File: src/rtl/periodic_frame_tx_pkg.sv
// Shared definitions for the periodic UART frame transmitter: serialiser
// state encoding, UART character geometry and the default bit divider.
package periodic_frame_tx_pkg;

   typedef enum logic [1:0] {
      ST_IDLE  = 2'd0,
      ST_START = 2'd1,
      ST_DATA  = 2'd2,
      ST_STOP  = 2'd3
   } tx_state_t;

   // One start bit, eight data bits, one stop bit.
   localparam int unsigned UART_FRAME_BITS = 10;
   localparam int unsigned UART_DATA_BITS  = UART_FRAME_BITS - 2;

   // 12 MHz hwclk at 115200 baud.
   localparam int unsigned SYS_CLK_HZ       = 12_000_000;
   localparam int unsigned UART_BAUD        = 115_200;
   localparam int unsigned DEFAULT_BAUD_DIV = SYS_CLK_HZ / UART_BAUD;

endpackage

File: src/rtl/periodic_frame_tx_uart_tx_byte.sv
// 8N1 byte serialiser. A start request seen in IDLE, or in the last cycle of
// a stop bit, loads tx_byte so consecutive bytes follow with no idle gap.
module uart_tx_byte
   import periodic_frame_tx_pkg::*;
#(
   parameter int unsigned BAUD_DIV = DEFAULT_BAUD_DIV
) (
   input  logic       hwclk,
   input  logic       rst,
   input  logic       start,
   input  logic [7:0] tx_byte,
   output logic       txd,
   output logic       busy,
   output logic       done
);

   localparam int unsigned TW = $clog2(BAUD_DIV);
   localparam int unsigned BW = $clog2(UART_DATA_BITS);

   tx_state_t      state_q, state_d;
   logic [TW-1:0]  timer_q, timer_d;
   logic [BW-1:0]  bit_q, bit_d;
   logic [7:0]     shift_q, shift_d;
   logic           txd_q, txd_d;
   logic           busy_q, busy_d;
   logic           done_q, done_d;
   logic           bit_end;

   assign bit_end = (timer_q == TW'(BAUD_DIV - 1));

   // State and registered line outputs.
   always_ff @(posedge hwclk) begin
      if (rst) begin
         state_q <= ST_IDLE;
         timer_q <= '0;
         bit_q   <= '0;
         shift_q <= '0;
         txd_q   <= 1'b1;
         busy_q  <= 1'b0;
         done_q  <= 1'b0;
      end else begin
         state_q <= state_d;
         timer_q <= timer_d;
         bit_q   <= bit_d;
         shift_q <= shift_d;
         txd_q   <= txd_d;
         busy_q  <= busy_d;
         done_q  <= done_d;
      end
   end

   // Next-state and next-output logic.
   always_comb begin
      state_d = state_q;
      timer_d = '0;
      bit_d   = bit_q;
      shift_d = shift_q;
      txd_d   = txd_q;
      busy_d  = busy_q;
      done_d  = 1'b0;

      if (state_q != ST_IDLE) begin
         timer_d = bit_end ? '0 : timer_q + TW'(1);
      end

      unique case (state_q)
         ST_IDLE: begin
            if (start) begin
               state_d = ST_START;
               shift_d = tx_byte;
               txd_d   = 1'b0;
               busy_d  = 1'b1;
            end
         end
         ST_START: begin
            if (bit_end) begin
               state_d = ST_DATA;
               bit_d   = '0;
               txd_d   = shift_q[0];
            end
         end
         ST_DATA: begin
            if (bit_end) begin
               if (bit_q == BW'(UART_DATA_BITS - 1)) begin
                  state_d = ST_STOP;
                  txd_d   = 1'b1;
               end else begin
                  bit_d   = bit_q + BW'(1);
                  shift_d = {1'b0, shift_q[7:1]};
                  txd_d   = shift_q[1];
               end
            end
         end
         ST_STOP: begin
            if (bit_end) begin
               done_d = 1'b1;
               if (start) begin
                  state_d = ST_START;
                  shift_d = tx_byte;
                  txd_d   = 1'b0;
               end else begin
                  state_d = ST_IDLE;
                  busy_d  = 1'b0;
               end
            end
         end
         default: begin
            state_d = ST_IDLE;
         end
      endcase
   end

   assign txd  = txd_q;
   assign busy = busy_q;
   assign done = done_q;

endmodule

File: src/rtl/periodic_frame_tx.sv
// Periodic / triggered UART frame transmitter: latches the payload at launch,
// sequences payload bytes plus an optional XOR checksum through the serialiser.
module periodic_frame_tx
   import periodic_frame_tx_pkg::*;
#(
   parameter int unsigned NBYTES   = 9,
   parameter int unsigned BAUD_DIV = DEFAULT_BAUD_DIV,
   parameter int unsigned PERIOD   = 12_000_000,
   parameter int unsigned CSUM_EN  = 1
) (
   input  logic                hwclk,
   input  logic                rst,
   input  logic [8*NBYTES-1:0] payload,
   input  logic                trig,
   input  logic                auto_en,
   output logic                txd,
   output logic                busy,
   output logic                done,
   output logic                led
);

   localparam int unsigned TOTAL = NBYTES + ((CSUM_EN != 0) ? 1 : 0);
   localparam int unsigned IW    = $clog2(NBYTES + 2);
   localparam int unsigned PW    = $clog2(PERIOD);

   logic [PW-1:0]       pcnt_q;
   logic [IW-1:0]       idx_q;
   logic [8*NBYTES-1:0] frame_q;
   logic [7:0]          csum_q;
   logic                pend_q;
   logic                led_q;

   logic                tick_c;
   logic                req_c;
   logic                launch_c;
   logic                start_c;
   logic [7:0]          csum_in;
   logic [7:0]          first_byte;
   logic [7:0]          next_byte;
   logic [7:0]          tx_byte;
   logic                ser_txd;
   logic                ser_busy;
   logic                ser_done;

   // A frame is finished in the cycle the serialiser drops busy; that cycle
   // still blocks launches so a deferred request starts one cycle later.
   assign tick_c     = auto_en && (pcnt_q == PW'(PERIOD - 1));
   assign req_c      = !rst && (trig || tick_c);
   assign launch_c   = !rst && !ser_busy && !ser_done && (req_c || pend_q);
   assign first_byte = payload[8*NBYTES-1 -: 8];

   // idx_q counts bytes already handed to the serialiser.
   assign start_c = launch_c || (ser_busy && (idx_q < IW'(TOTAL)));
   assign tx_byte = launch_c ? first_byte : next_byte;

   always_comb begin
      csum_in = '0;
      for (int k = 0; k < int'(NBYTES); k++) begin
         csum_in = csum_in ^ payload[8*k +: 8];
      end
   end

   always_comb begin
      next_byte = csum_q;
      for (int k = 0; k < int'(NBYTES); k++) begin
         if (idx_q == IW'(k)) begin
            next_byte = frame_q[8*(int'(NBYTES)-k)-1 -: 8];
         end
      end
   end

   // Period counter, launch bookkeeping and payload latch.
   always_ff @(posedge hwclk) begin
      if (rst) begin
         pcnt_q  <= '0;
         idx_q   <= '0;
         frame_q <= '0;
         csum_q  <= '0;
         pend_q  <= 1'b0;
         led_q   <= 1'b0;
      end else begin
         if (!auto_en || tick_c) begin
            pcnt_q <= '0;
         end else begin
            pcnt_q <= pcnt_q + PW'(1);
         end

         if (launch_c) begin
            frame_q <= payload;
            csum_q  <= csum_in;
            idx_q   <= IW'(1);
            led_q   <= ~led_q;
            pend_q  <= 1'b0;
         end else begin
            if (req_c) begin
               pend_q <= 1'b1;
            end
            if (ser_done && ser_busy) begin
               idx_q <= idx_q + IW'(1);
            end
         end
      end
   end

   uart_tx_byte #(
      .BAUD_DIV (BAUD_DIV)
   ) u_tx_byte (
      .hwclk   (hwclk),
      .rst     (rst),
      .start   (start_c),
      .tx_byte (tx_byte),
      .txd     (ser_txd),
      .busy    (ser_busy),
      .done    (ser_done)
   );

   assign txd  = ser_txd;
   assign busy = ser_busy;
   assign done = ser_done && !ser_busy;
   assign led  = led_q;

endmodule

File: config.mk
export PLATFORM = sky130hd
export DESIGN_NAME = periodic_frame_tx
export DESIGN_NICKNAME = d
export VERILOG_FILES = /design/src/rtl/periodic_frame_tx_pkg.sv /design/src/rtl/periodic_frame_tx_uart_tx_byte.sv /design/src/rtl/periodic_frame_tx.sv
export SDC_FILE = /design/constraint.sdc
export NUM_CORES = 1
export LEC_CHECK = 0
export ABC_AREA = 1
export ABC_CLOCK_PERIOD_IN_PS = 2900
export BUFFER_PORTS_ARGS = -buffer_cell sky130_fd_sc_hd__buf_2
export CAP_MARGIN = 30
export CORE_AREA = 2 2 103 145
export DETAILED_ROUTE_END_ITERATION = 6
export DIE_AREA = 0 0 105 147
export PLACE_DENSITY = 0.65
export SYNTH_ARGS = -nofsm -noshare
export SYNTH_HDL_FRONTEND = slang
export SYNTH_SLANG_ARGS = --single-unit
File: constraint.sdc
create_clock -name hwclk -period 2.9 [get_ports hwclk]
set_clock_uncertainty 0.2 [all_clocks]
set_input_delay 0.58 -clock hwclk [delete_from_list [all_inputs] [get_ports hwclk]]
set_output_delay 0.58 -clock hwclk [all_outputs]
set_load 0.05 [all_outputs]
==> Yosys cells after proc, flatten, opt, wreduce, memory -nomap -nowiden <==
Index checks and enable logic that the tools add are counted.
{ "classes": {"n_div": 0, "bitwise_logic": 11, "n_addsub": 4, "shifts": 0, "n_mul": 0, "n_eq_ne": 21, "reduce_logical": 32, "n_mux": 39, "magnitude_cmp": 1} }
{ "ops": {"columns": ["operator", "n"], "rows": [
  ["8-bit 2-to-1 mux", 14],
  ["8-bit bitwise XOR", 8],
  ["24-bit by 1-bit adder with 24-bit output, second input constant", 1],
  ["24-bit equality test, second input constant", 1],
  ["8-bit one-hot mux with 3 select lines", 1],
  ["4-bit by 3-bit equality test with 1-bit output, second input constant", 4],
  ["1-bit 2-to-1 mux", 12],
  ["4-bit AND reduction", 3],
  ["2-bit 2-to-1 mux", 5],
  ["3-bit 2-to-1 mux", 3],
  ["4-bit by 2-bit equality test with 1-bit output, second input constant", 2],
  ["1-bit logical AND", 8],
  ["2-bit by 1-bit inequality test with 1-bit output, second input constant", 4],
  ["2-bit one-hot mux with 4 select lines", 1],
  ["2-bit nonzero test", 4],
  ["7-bit by 1-bit adder with 7-bit output, second input constant", 1],
  ["7-bit equality test, second input constant", 1],
  ["2-bit inequality test, second input constant", 3],
  ["3-bit one-hot mux with 2 select lines", 1],
  ["2-bit OR reduction", 3],
  ["5-bit AND reduction", 1],
  ["4-bit by 1-bit adder with 4-bit output, second input constant", 1],
  ["2-bit equality test, second input constant", 2],
  ["4-bit by 1-bit equality test with 1-bit output, second input constant", 1],
  ["15 further kinds", 23]
]} }
{ "word_totals": {"mem_bits_rw": 0, "output_inout_bits": 4, "wordCells": 122, "mem_count": 0, "latchBits": 0, "mem_bits_ro": 0, "regBits": 133} }

==> Logic depth before layout (Yosys ltp) <==
Gate-level depths: netlist of run 1.
{ "depth": {"depth_word": 14, "depth_mapped": 17} }

==> Cells and area by module <==
A second synthesis of run 1 with hierarchy kept.
{ "unflattened": {"cells_unflattened": 978, "hier_area_um2": 7000.5} }
{ "by_module_without_submodules": {"columns": ["module", "seq_area_each_um2", "n_inst", "area_each_um2", "cells_each"], "rows": [
  ["periodic_frame_tx", 2202.1, 1, 5761.8, 814],
  ["uart_tx_byte", 460.4, 1, 1238.7, 164]
]} }

==> Worst setup path before layout of run 1 <==
OpenSTA, ideal clock, no wires.
{ "synth_timing": {"kind": "register to output", "startpoint": "register u_tx_byte.busy_q (netlist: u_tx_byte.busy)", "endpoint": "output done", "t_required_ns": 2.120, "path_stages_with_launch": 2, "setup_slack_ns": 0.874, "arrival_time_ns": 1.246, "path_cell_list": "dfxtp_1 nor2_1"} }
{ "synth_between": {"elab_chain_len": 2} }
{ "synth_lines": {"columns": ["element", "line", "source"], "rows": [
  ["start, declared", "periodic_frame_tx_uart_tx_byte.sv:25", "logic busy_q, busy_d;"],
  ["start signal, assigned", "periodic_frame_tx_uart_tx_byte.sv:47", "busy_q <= busy_d;"],
  ["1-bit zero test", "periodic_frame_tx.sv:119", "assign done = ser_done && !ser_busy;"],
  ["1-bit logical AND", "periodic_frame_tx.sv:119", null],
  ["end, declared", "periodic_frame_tx.sv:18", "output logic done,"]
]} }
Every way passes these cells.

==> Final worst setup path of run 1 <==
{ "layout_timing": {"startpoint": "register pcnt_q[0]", "endpoint": "register u_tx_byte.state_q[0]"} }
{ "layout_between": {"elab_chain_len": 10, "word_cells_on_any_way": 12} }
{ "layout_lines": {"columns": ["element", "line", "source"], "rows": [
  ["start, declared", "periodic_frame_tx.sv:26", "logic [PW-1:0] pcnt_q;"],
  ["start signal, assigned", "periodic_frame_tx.sv:85", "pcnt_q <= pcnt_q + PW'(1);"],
  ["24-bit equality test *", "periodic_frame_tx.sv:47", "assign tick_c = auto_en && (pcnt_q == PW'(PERIOD - 1));"],
  ["1-bit logical AND *", "periodic_frame_tx.sv:47", null],
  ["1-bit logical OR *", "periodic_frame_tx.sv:48", "assign req_c = !rst && (trig || tick_c);"],
  ["1-bit logical AND *", "periodic_frame_tx.sv:48", null],
  ["1-bit logical OR *", "periodic_frame_tx.sv:49", "assign launch_c = !rst && !ser_busy && !ser_done && (req_c || pend_q);"],
  ["1-bit logical AND *", "periodic_frame_tx.sv:49", null],
  ["1-bit logical OR *", "periodic_frame_tx.sv:53", "assign start_c = launch_c || (ser_busy && (idx_q < IW'(TOTAL)));"],
  ["1-bit 2-to-1 mux", "periodic_frame_tx_uart_tx_byte.sv:97", "if (start) begin"],
  ["2-bit 2-to-1 mux", "periodic_frame_tx_uart_tx_byte.sv:95", "if (bit_end) begin"],
  ["2-bit one-hot mux with 4 select lines", "periodic_frame_tx_uart_tx_byte.sv:66", "unique case (state_q)"],
  ["end signal, assigned", "periodic_frame_tx_uart_tx_byte.sv:42", "state_q <= state_d;"],
  ["end, declared", "periodic_frame_tx_uart_tx_byte.sv:20", "tx_state_t state_q, state_d;"]
]} }
Mark *: on every way between the ends. The rest lies on a longest branch, timed or not. The select of a mux whose other input is x is not followed.
A chain may end at the register's enable or synchronous reset.

==> results of run 1 <==
## cell type report
type                            instances  area, um2
Clock buffer                           25      485.5
Clock inverter                          5      50.05
Fill cell                            1497       6153
Inverter                              133      499.2
Multi-Input combinational cell        703       3593
Sequential cell                       133       2663
Tap cell                              189      236.5
Timing Repair Buffer                   90      503.0
## worst min-delay path by stage
stage / end / slack, ns / depth (start not counted)
after floorplan: pcnt_q[0] / 0.22 / 1
after global placement: pcnt_q[0] / 0.23 / 1
after detailed placement: u_tx_byte.timer_q[0] / 0.24 / 1
after CTS: frame_q[12] / 0.21 / 3
after global routing: frame_q[46] / 0.22 / 3
final: frame_q[35] / 0.22 / 3
## worst min-delay path, stage by stage
cell and delay, ns:
buf_2 0.09, o21ai_1 0.06, nor2_1 0.07
## per-layer routing
layer / vias to the layer above / part of all wire (%) / GRT usage, %
met2: 144 / 48 / 39.25
met5: - / 0 / 0
met3: 30 / 4.5 / 4.259
li1: 3323 / - / -
met1: 2904 / 45 / 29.68
met4: 0 / 2.3 / 9.933
## per-stage QoR
step | std cells | setup WS, ns | instance area [um2] | power [W]
after detailed placement | 1248 | 0.4414 | 7495 | 0.003645
after CTS | 1278 | 0.5079 | 8030 | 0.005637
after global placement | 1248 | 0.5212 | 7495 | 0.003633
after floorplan | 1004 | 0.8741 | 6919 | 0.003269
after global routing | 1278 | 0.2848 | 8030 | 0.005931
final | 1278 | 0.5233 | 8030 | 0.005604
## logic make-up (layout without fill, tap and decap cells)
group / count (synthesis) / after routing / share of synthesized area [%]
xor gates and xnor gates: 72 / 72 / 9.114
AOI/OAI and AO/OA: 182 / 182 / 13.80
and+or+nand+nor: 437 / 437 / 26.78
buffers and inverters: 168 / 253 / 9.656
adders and majority gates: 12 / 12 / 2.170
DFF: 133 / 133 / 38.48
## registers in the layout, summed over array words and instances (netlist names)
| name | cells |
|---|---|
| u_tx_byte.bit_q | 3 |
| u_tx_byte.txd | 1 |
| led | 1 |
| u_tx_byte.timer_q | 7 |
| u_tx_byte.state_q | 2 |
| u_tx_byte.done | 1 |
| pend_q | 1 |
| pcnt_q | 24 |
| csum_q | 8 |
| frame_q | 72 |
| idx_q | 4 |
| u_tx_byte.busy | 1 |
| u_tx_byte.shift_q | 8 |
## layout by cell type (no fill, tap or decap), drive strengths merged
cell type / count
inv: 133
nor4: 5
xor2: 38
xnor2: 34
a211oi: 1
o211a: 2
o21ai: 100
o22ai: 11
clkbuf: 25
nand2: 193
a31o: 1
bufinv: 1
nand3: 47
or3: 1
dfxtp: 133
buf: 90
a21oi: 64
nor3: 19
nor3b: 2
ha: 12
nor2: 155
o31ai: 1
or2: 10
nand4: 5
a221o: 1
o211ai: 1
clkinv: 4
## power by group
part,total (W),switching [W],internal [W]
combinational,0.00145,0.000920,0.000525
clock,0.00198,0.000750,0.00123
sequential,0.00218,0.000117,0.00206
==> impl_results.md, run 1 <==
* Core Footprint at approximately 14,000 um2
* PwrDens at about 700 nW/um2
* Die X at between 100 and 150 um
* Critical path arrival at roughly 2.5 ns
* Nets at between 1k and 1.5k
* Hold WS at around 0.22 ns
* Most common cell in the netlist: nand2_1
* Number of port buffers at 79
* Critical path origin: pcnt_q[0]
* Synth top area share at between 30% and 40%
* Mapped Area at just under 7000 um2
* Final Util at around 57%
* YS warnings at 0
* Clk buf depth at 2
* TritonRoute pass-1 iters at 5
* EDFF count, synth at 0
* CTS Sinks at 133
* Die footprint at around 15,000 um2
* CP peak stage delay at between 0.3 and 0.4 ns
* Worst Max-Slew Pin Slew at about 0.73 ns
* Critical path startpoint category: register
* Crit path cell chain: ha_1, nand2_1, nor3_4, nand2_2, inv_2, nand4_1, nand2_1, nand2_4, buf_12, nand3_1, nand2_1, o21ai_1, a21oi_1
* Ys flop type: dfxtp_1
* Lkg Pwr at around 3.6 nW
* Cell count along the critical path at 13
* GRT Total Usage at 23.48%
* Clock Latency Late Sink at 0.42 ns
* Fraction of layout cells with a size suffix above 1 at approximately 14%
* Tcrit/Tclk final at 81.96%
* Post_cts resized at 0
* CP endpoint kind: register
* Initial Utilization at about half
* GPL Wtd Cong at about 0.83
* RSZ-0062 raised after global routing: no
* Status: finished, final reports clean
* R2r setup slk at approximately 0.52 ns
* Vias in the first global route at between 6k and 7k
* Syn-to-layout area delta at 16.06%
* Seq/Total Area, Yosys at about 38%
* R2R Path Start: pcnt_q[0]
* First DRT Iteration DRCs at approximately 310
* Worst Setup Path Type: register to register
* Gr ovfl total at 0
* Hold_sp: payload[35]
* Via count at between 6k and 7k
* Most frequent cells after synthesis: nand2_1 (189), nor2_1 (148), dfxtp_1 (133), inv_1 (121), o21ai_1 (69)
* FMAX at between 400 and 500 MHz
* CTS buffer count at 17
* Depth of the CTS H-tree at 4
* # rows at 52
* Fin crit period at around 2.4 ns
* Peak supply drop at ~0.37 mV
* Post-CTS setup buffers at 0
* Hold Violations, Final at 0
* CTS tree: built
* Initial antenna violation count at 0
* Crit-path leading delay family: simple AND/OR/NAND/NOR gates
* Routed vias/inst at roughly 5
* Post-Route WL at 17,600 um
* Worst path most repeated cell: nand2_1
* Clock transition at the registers of the reported paths at around 0.05 ns
* WL per Instance at between 10 and 15 um
* Max-cap viol count at 0
* Setup TNS at 0 ns
* Netlist cell types at 40
* Hold-fix buffers, CTS at 0
* # setup viols final at 0
* WP buf/inv at 2
* Post-Synthesis Cells at roughly 1k
* Residual DRC at 0
* Setup crit end: u_tx_byte.state_q[0]
* Flops & latches, synth at around 130
* Post-Syn Nets at 1,092
* Reg2reg end: u_tx_byte.state_q[0]
* Synth Area per Inst at ~6.9 um2
* Area leader, netlist: dfxtp_1
* CP Max Fanout at between 100 and 150
* Worst rel slew slack at ~51%
* Asr flop ratio synth at 0%
* Critical Path RT at ~3.0 ns
* Max-slew violations at 0
* N_diodes at 0
* Critical-path top delay cell: dfxtp_1
* Die Ht at roughly 150 um
* Largest cells by area after synthesis: dfxtp_1 (38%), nand2_1 (10%), nor2_1 (8.0%)
* Global-route wire length before repair at between 20,000 and 30,000 um
* Dpl hpwl at approximately 13,000 um
* Clk Tree Root Cell: clkbuf_16
* FF-to-FF path depth at 13
* Post-DRT Antenna Nets at 0
* Hold Path Class: input port to register
* IO Count at 80
* Largest net degree at the start of global routing at 105
(Power assumes the default switching activity.)
==> run 2: changes to the inputs <==
--- a/config.mk
+++ b/config.mk
@@ -5,14 +5,14 @@
 export SDC_FILE = /design/constraint.sdc
 export NUM_CORES = 1
 export LEC_CHECK = 0
-export ABC_AREA = 1
-export ABC_CLOCK_PERIOD_IN_PS = 2900
+export ABC_AREA = 0
+export ABC_CLOCK_PERIOD_IN_PS = 2500
 export BUFFER_PORTS_ARGS = -buffer_cell sky130_fd_sc_hd__buf_2
 export CAP_MARGIN = 30
-export CORE_AREA = 2 2 103 145
+export CORE_AREA = 2 2 104 146
 export DETAILED_ROUTE_END_ITERATION = 6
-export DIE_AREA = 0 0 105 147
-export PLACE_DENSITY = 0.65
+export DIE_AREA = 0 0 106 148
+export PLACE_DENSITY = 0.64
 export SYNTH_ARGS = -nofsm -noshare
 export SYNTH_HDL_FRONTEND = slang
 export SYNTH_SLANG_ARGS = --single-unit
==> constraint.sdc (replaced) <==
create_clock -name hwclk -period 2.5 [get_ports hwclk]
set_clock_uncertainty 0.2 [all_clocks]
set_input_delay 0.5 -clock hwclk [delete_from_list [all_inputs] [get_ports hwclk]]
set_output_delay 0.5 -clock hwclk [all_outputs]
set_load 0.05 [all_outputs]
==> run 2 against run 1 <==
Total power up 17%. Via count up 3.1%. Register-to-register slack worse by 0.42 ns. First-iteration DRC count up 69%. Non-clock buffer count up 33. Final area up 4.3%. Area after synthesis up 1.3%. Die area up 1.6%. Worst setup slack worse by 0.42 ns. Utilization up 1.6 points.
==> impl_results.md, run 2 <==
* Max-slew violations at 0 (unchanged)
* Hold-fix buffers, CTS at 0 (unchanged)
* Critical path startpoint category: register
* Flops & latches, synth at 133 (unchanged)
* Worst Max-Slew Pin Slew at 0.5786 ns (-0.1552 ns)
* Hold Path Class: input port to register
* RSZ-0062 raised after global routing: yes
* Via count at 6,601 (+3.1%)
* Syn-to-layout area delta at 19.49%
* Post-Route WL at 19,900 um (+13%)
* GPL Wtd Cong at 0.8984 (+8.7%)
* Post-DRT Antenna Nets at 0 (unchanged)
* Mapped Area at 7009 um2 (+1.3%)
* Dpl hpwl at 14,700 um (+16%)
* CTS buffer count at 17 (unchanged)
* Die Ht at 148 um (+0.68%)
* PwrDens at 784.1 nW/um2 (+12%)
* Worst Setup Path Type: register to register
* Placed Cells at 1,156 (-7.4%)
* Most frequent cells in the layout: nand2_1 (199), dfxtp_1 (132), a21oi_1 (96)
* CP endpoint kind: register
* Depth of the CTS H-tree at 4 (unchanged)
* Gr ovfl total at 0 (unchanged)
* Crit-path leading delay family: compound AO/OA/AOI/OAI gates
* Ys flop type: dfxtp_1
* EDFF count, synth at 0 (unchanged)
* CP Max Fanout at 7 (-93%)
* Final cell count without fillers at 1,190 (-6.9%)
* Critical Path RT at 2.62 ns (-0.38 ns)
* Netlist cell types at 61 (+53%)
* Tcrit/Tclk final at 95.81% (+14 points)
* Biggest regs: frame_q: 72 flops, pcnt_q: 24 flops
* Final instance area at 8376 um2 (+4.3%)
* CTS Sinks at 133 (unchanged)
* Core Footprint at 14,380 um2 (+1.4%)
* Fraction of layout cells with a size suffix above 1 at 18.78% (+4.5 points)
* Most common cell after layout, fill and taps aside: nand2_1
* Power Total at 0.006568 W (+17%)
* Area leader, netlist: dfxtp_1
* Worst path most repeated cell: inv_1
* N_diodes at 0 (unchanged)
* Largest net degree at the start of global routing at 61 (-42%)
* Post-Syn Nets at 992 (-9.2%)
* TritonRoute pass-1 iters at 6 (+1)
* Largest register FFs at 72 (unchanged)
* Fin crit period at 2.395 ns (+0.01854 ns)
* Routed vias/inst at 5.547 (+11%)
* Die X at 106 um (+0.95%)
* Max-cap viol count at 0 (unchanged)
* Vias in the first global route at 6,288 (+4.7%)
* Clk Tree Root Cell: clkbuf_16
* Final Util at 58.25% (+1.6 points)
* Asr flop ratio synth at 0% (unchanged)
* Initial Utilization at 48.75% (about the same)
* Largest cells by area after synthesis: dfxtp_1 (38%), nand2_1 (11%), xnor2_1 (8.2%)
* Critical path arrival at 2.52 ns (+0.04 ns)
* Post-Synthesis Cells at 904 (-10%)
* Initial antenna violation count at 0 (unchanged)
* Clock transition at the registers of the reported paths at 0.06 ns (about the same)
* Global-route wire length before repair at 32,400 um (+13%)
* Top reg by flops: frame_q
* DP Area at 7731 um2 (+3.2%)
* Crit path cell chain: inv_1, ha_1, inv_1, buf_4, nor2_1, o21ai_0, o2111ai_1, a41o_1, a311oi_1
* WL per Instance at 16.72 um (+21%)
* Worst rel slew slack at 61.02% (+9.9 points)
* GRT Total Usage at 26.20% (+2.7 points)
* Status: finished, final reports clean
* IO Count at 80 (unchanged)
* Seq/Total Area, Yosys at 37.99% (-0.49 points)
* # rows at 52 (unchanged)
* Clock Latency Late Sink at 0.41 ns (about the same)
* Residual DRC at 0 (unchanged)
* CTS tree: built
* Lkg Pwr at 3.152 nW (-12%)
* Synth top area share at 37.99% (-0.49 points)
* Clk buf depth at 2 (unchanged)
* Hold Violations, Final at 0 (unchanged)
* Most common cell in the netlist: nand2_1
* Peak supply drop at 0.4528 mV (+21%)
* Number of port buffers at 79 (unchanged)
* # setup viols final at 0 (unchanged)
* CP peak stage delay at 0.36 ns (about the same)
* Synth Area per Inst at 7.754 um2 (+13%)
* Critical-path top delay cell: dfxtp_1
* WP buf/inv at 3 (+1)
* Nets at 1,076 (-7.7%)
* First DRT Iteration DRCs at 518 (+69%)
* Most frequent cells after synthesis: nand2_1 (200), dfxtp_1 (133), a21oi_1 (96), xnor2_1 (66), nor2_1 (62)
* FMAX at 417.5 MHz (-0.77%)
* Die footprint at 15,690 um2 (+1.6%)
* YS warnings at 0 (unchanged)
==> run 2: cell count changes after synthesis, sizes merged, moves of 8 or more <==
cell,change
xor2,-14
a21oi,+32
inv,-114
xnor2,+32
o21ai,-64
nor2,-90
o31ai,+10
nor2b,+17
nand3,-23
a31o,+8
clkbuf,+23
==> run 2: kinds of logic (layout without fill, tap and decap cells) <==
| family | Yosys count | in the layout | synth area share, % |
|---|---|---|---|
| adders and majority gates | 12 | 12 | 2.142 |
| buffers and inverters | 77 | 174 | 4.980 |
| DFF | 133 | 133 | 37.99 |
| AOI/OAI and AO/OA | 213 | 213 | 18.80 |
| xor gates and xnor gates | 90 | 90 | 11.25 |
| muxes | 3 | 3 | 0.4284 |
| and+or+nand+nor | 376 | 376 | 24.42 |
==> run 2: worst paths after layout <==
| check | startpoint | to | slack (ns) | cells past startpoint |
|---|---|---|---|---|
| setup / recovery | idx_q[0] | u_tx_byte.shift_q[2] | 0.10 | 9 |
| hold / removal | payload[27] | frame_q[27] | 0.14 | 3 |
| setup reg to reg | idx_q[0] | u_tx_byte.shift_q[2] | 0.10 | 9 |
| hold reg to reg | u_tx_byte.timer_q[0] | u_tx_byte.timer_q[0] | 0.25 | 1 |
==> run 2: final cells by class <==
type | instances | area, um2
Tap cell | 189 | 236.5
Inverter | 19 | 71.32
Multi-Input combinational cell | 694 | 4039
Timing Repair Buffer | 123 | 775.7
Clock buffer | 18 | 439.2
Clock inverter | 14 | 150.1
Fill cell | 1371 | 6003
Sequential cell | 133 | 2664
==> run 2: per-layer routing <==
layer	global-route usage [%]	part of all wire, %	wire length, um
met1	33.75	44	8701
met2	43.00	48	9611
met3	5.115	4.7	929
met5	0	0	0
met4	10.66	3.3	656
==> run 2: what timing repair did <==
action                                  4_1_cts  5_1_grt
endpoints found under the hold margin         0        0
setup buffers                                 0        2
gates resized for setup                       0       10
endpoints found under the setup margin        0       60
==> run 2: power breakdown <==
group / switching [W] / internal (W) / total, W
clock network: 0.000979 / 0.00150 / 0.00248
registers: 0.000158 / 0.00233 / 0.00249
logic: 0.000907 / 0.000686 / 0.00159
==> run 2: stage by stage <==
| step | setup WS [ns] | hold WS (ns) | setup TNS [ns] |
|---|---|---|---|
| 3_3_place_gp | 0.1259 | 0.2351 | 0 |
| 6_report | 0.1047 | 0.1365 | 0 |
| 4_1_cts | 0.07282 | 0.1249 | 0 |
| 2_1_floorplan | 0.1883 | 0.2175 | 0 |
| 5_1_grt | -0.01427 | 0.1270 | -0.02036 |
| 3_5_place_dp | 0.08558 | 0.2375 | 0 |
==> run 2: worst register-to-register path, stage by stage (launching register included) <==
cell and delay (ns):
dfxtp_1 0.36, inv_1 0.12, ha_1 0.23, inv_1 0.19, buf_4 0.21, nor2_1 0.05
o21ai_0 0.29, o2111ai_1 0.19, a41o_1 0.25, a311oi_1 0.22
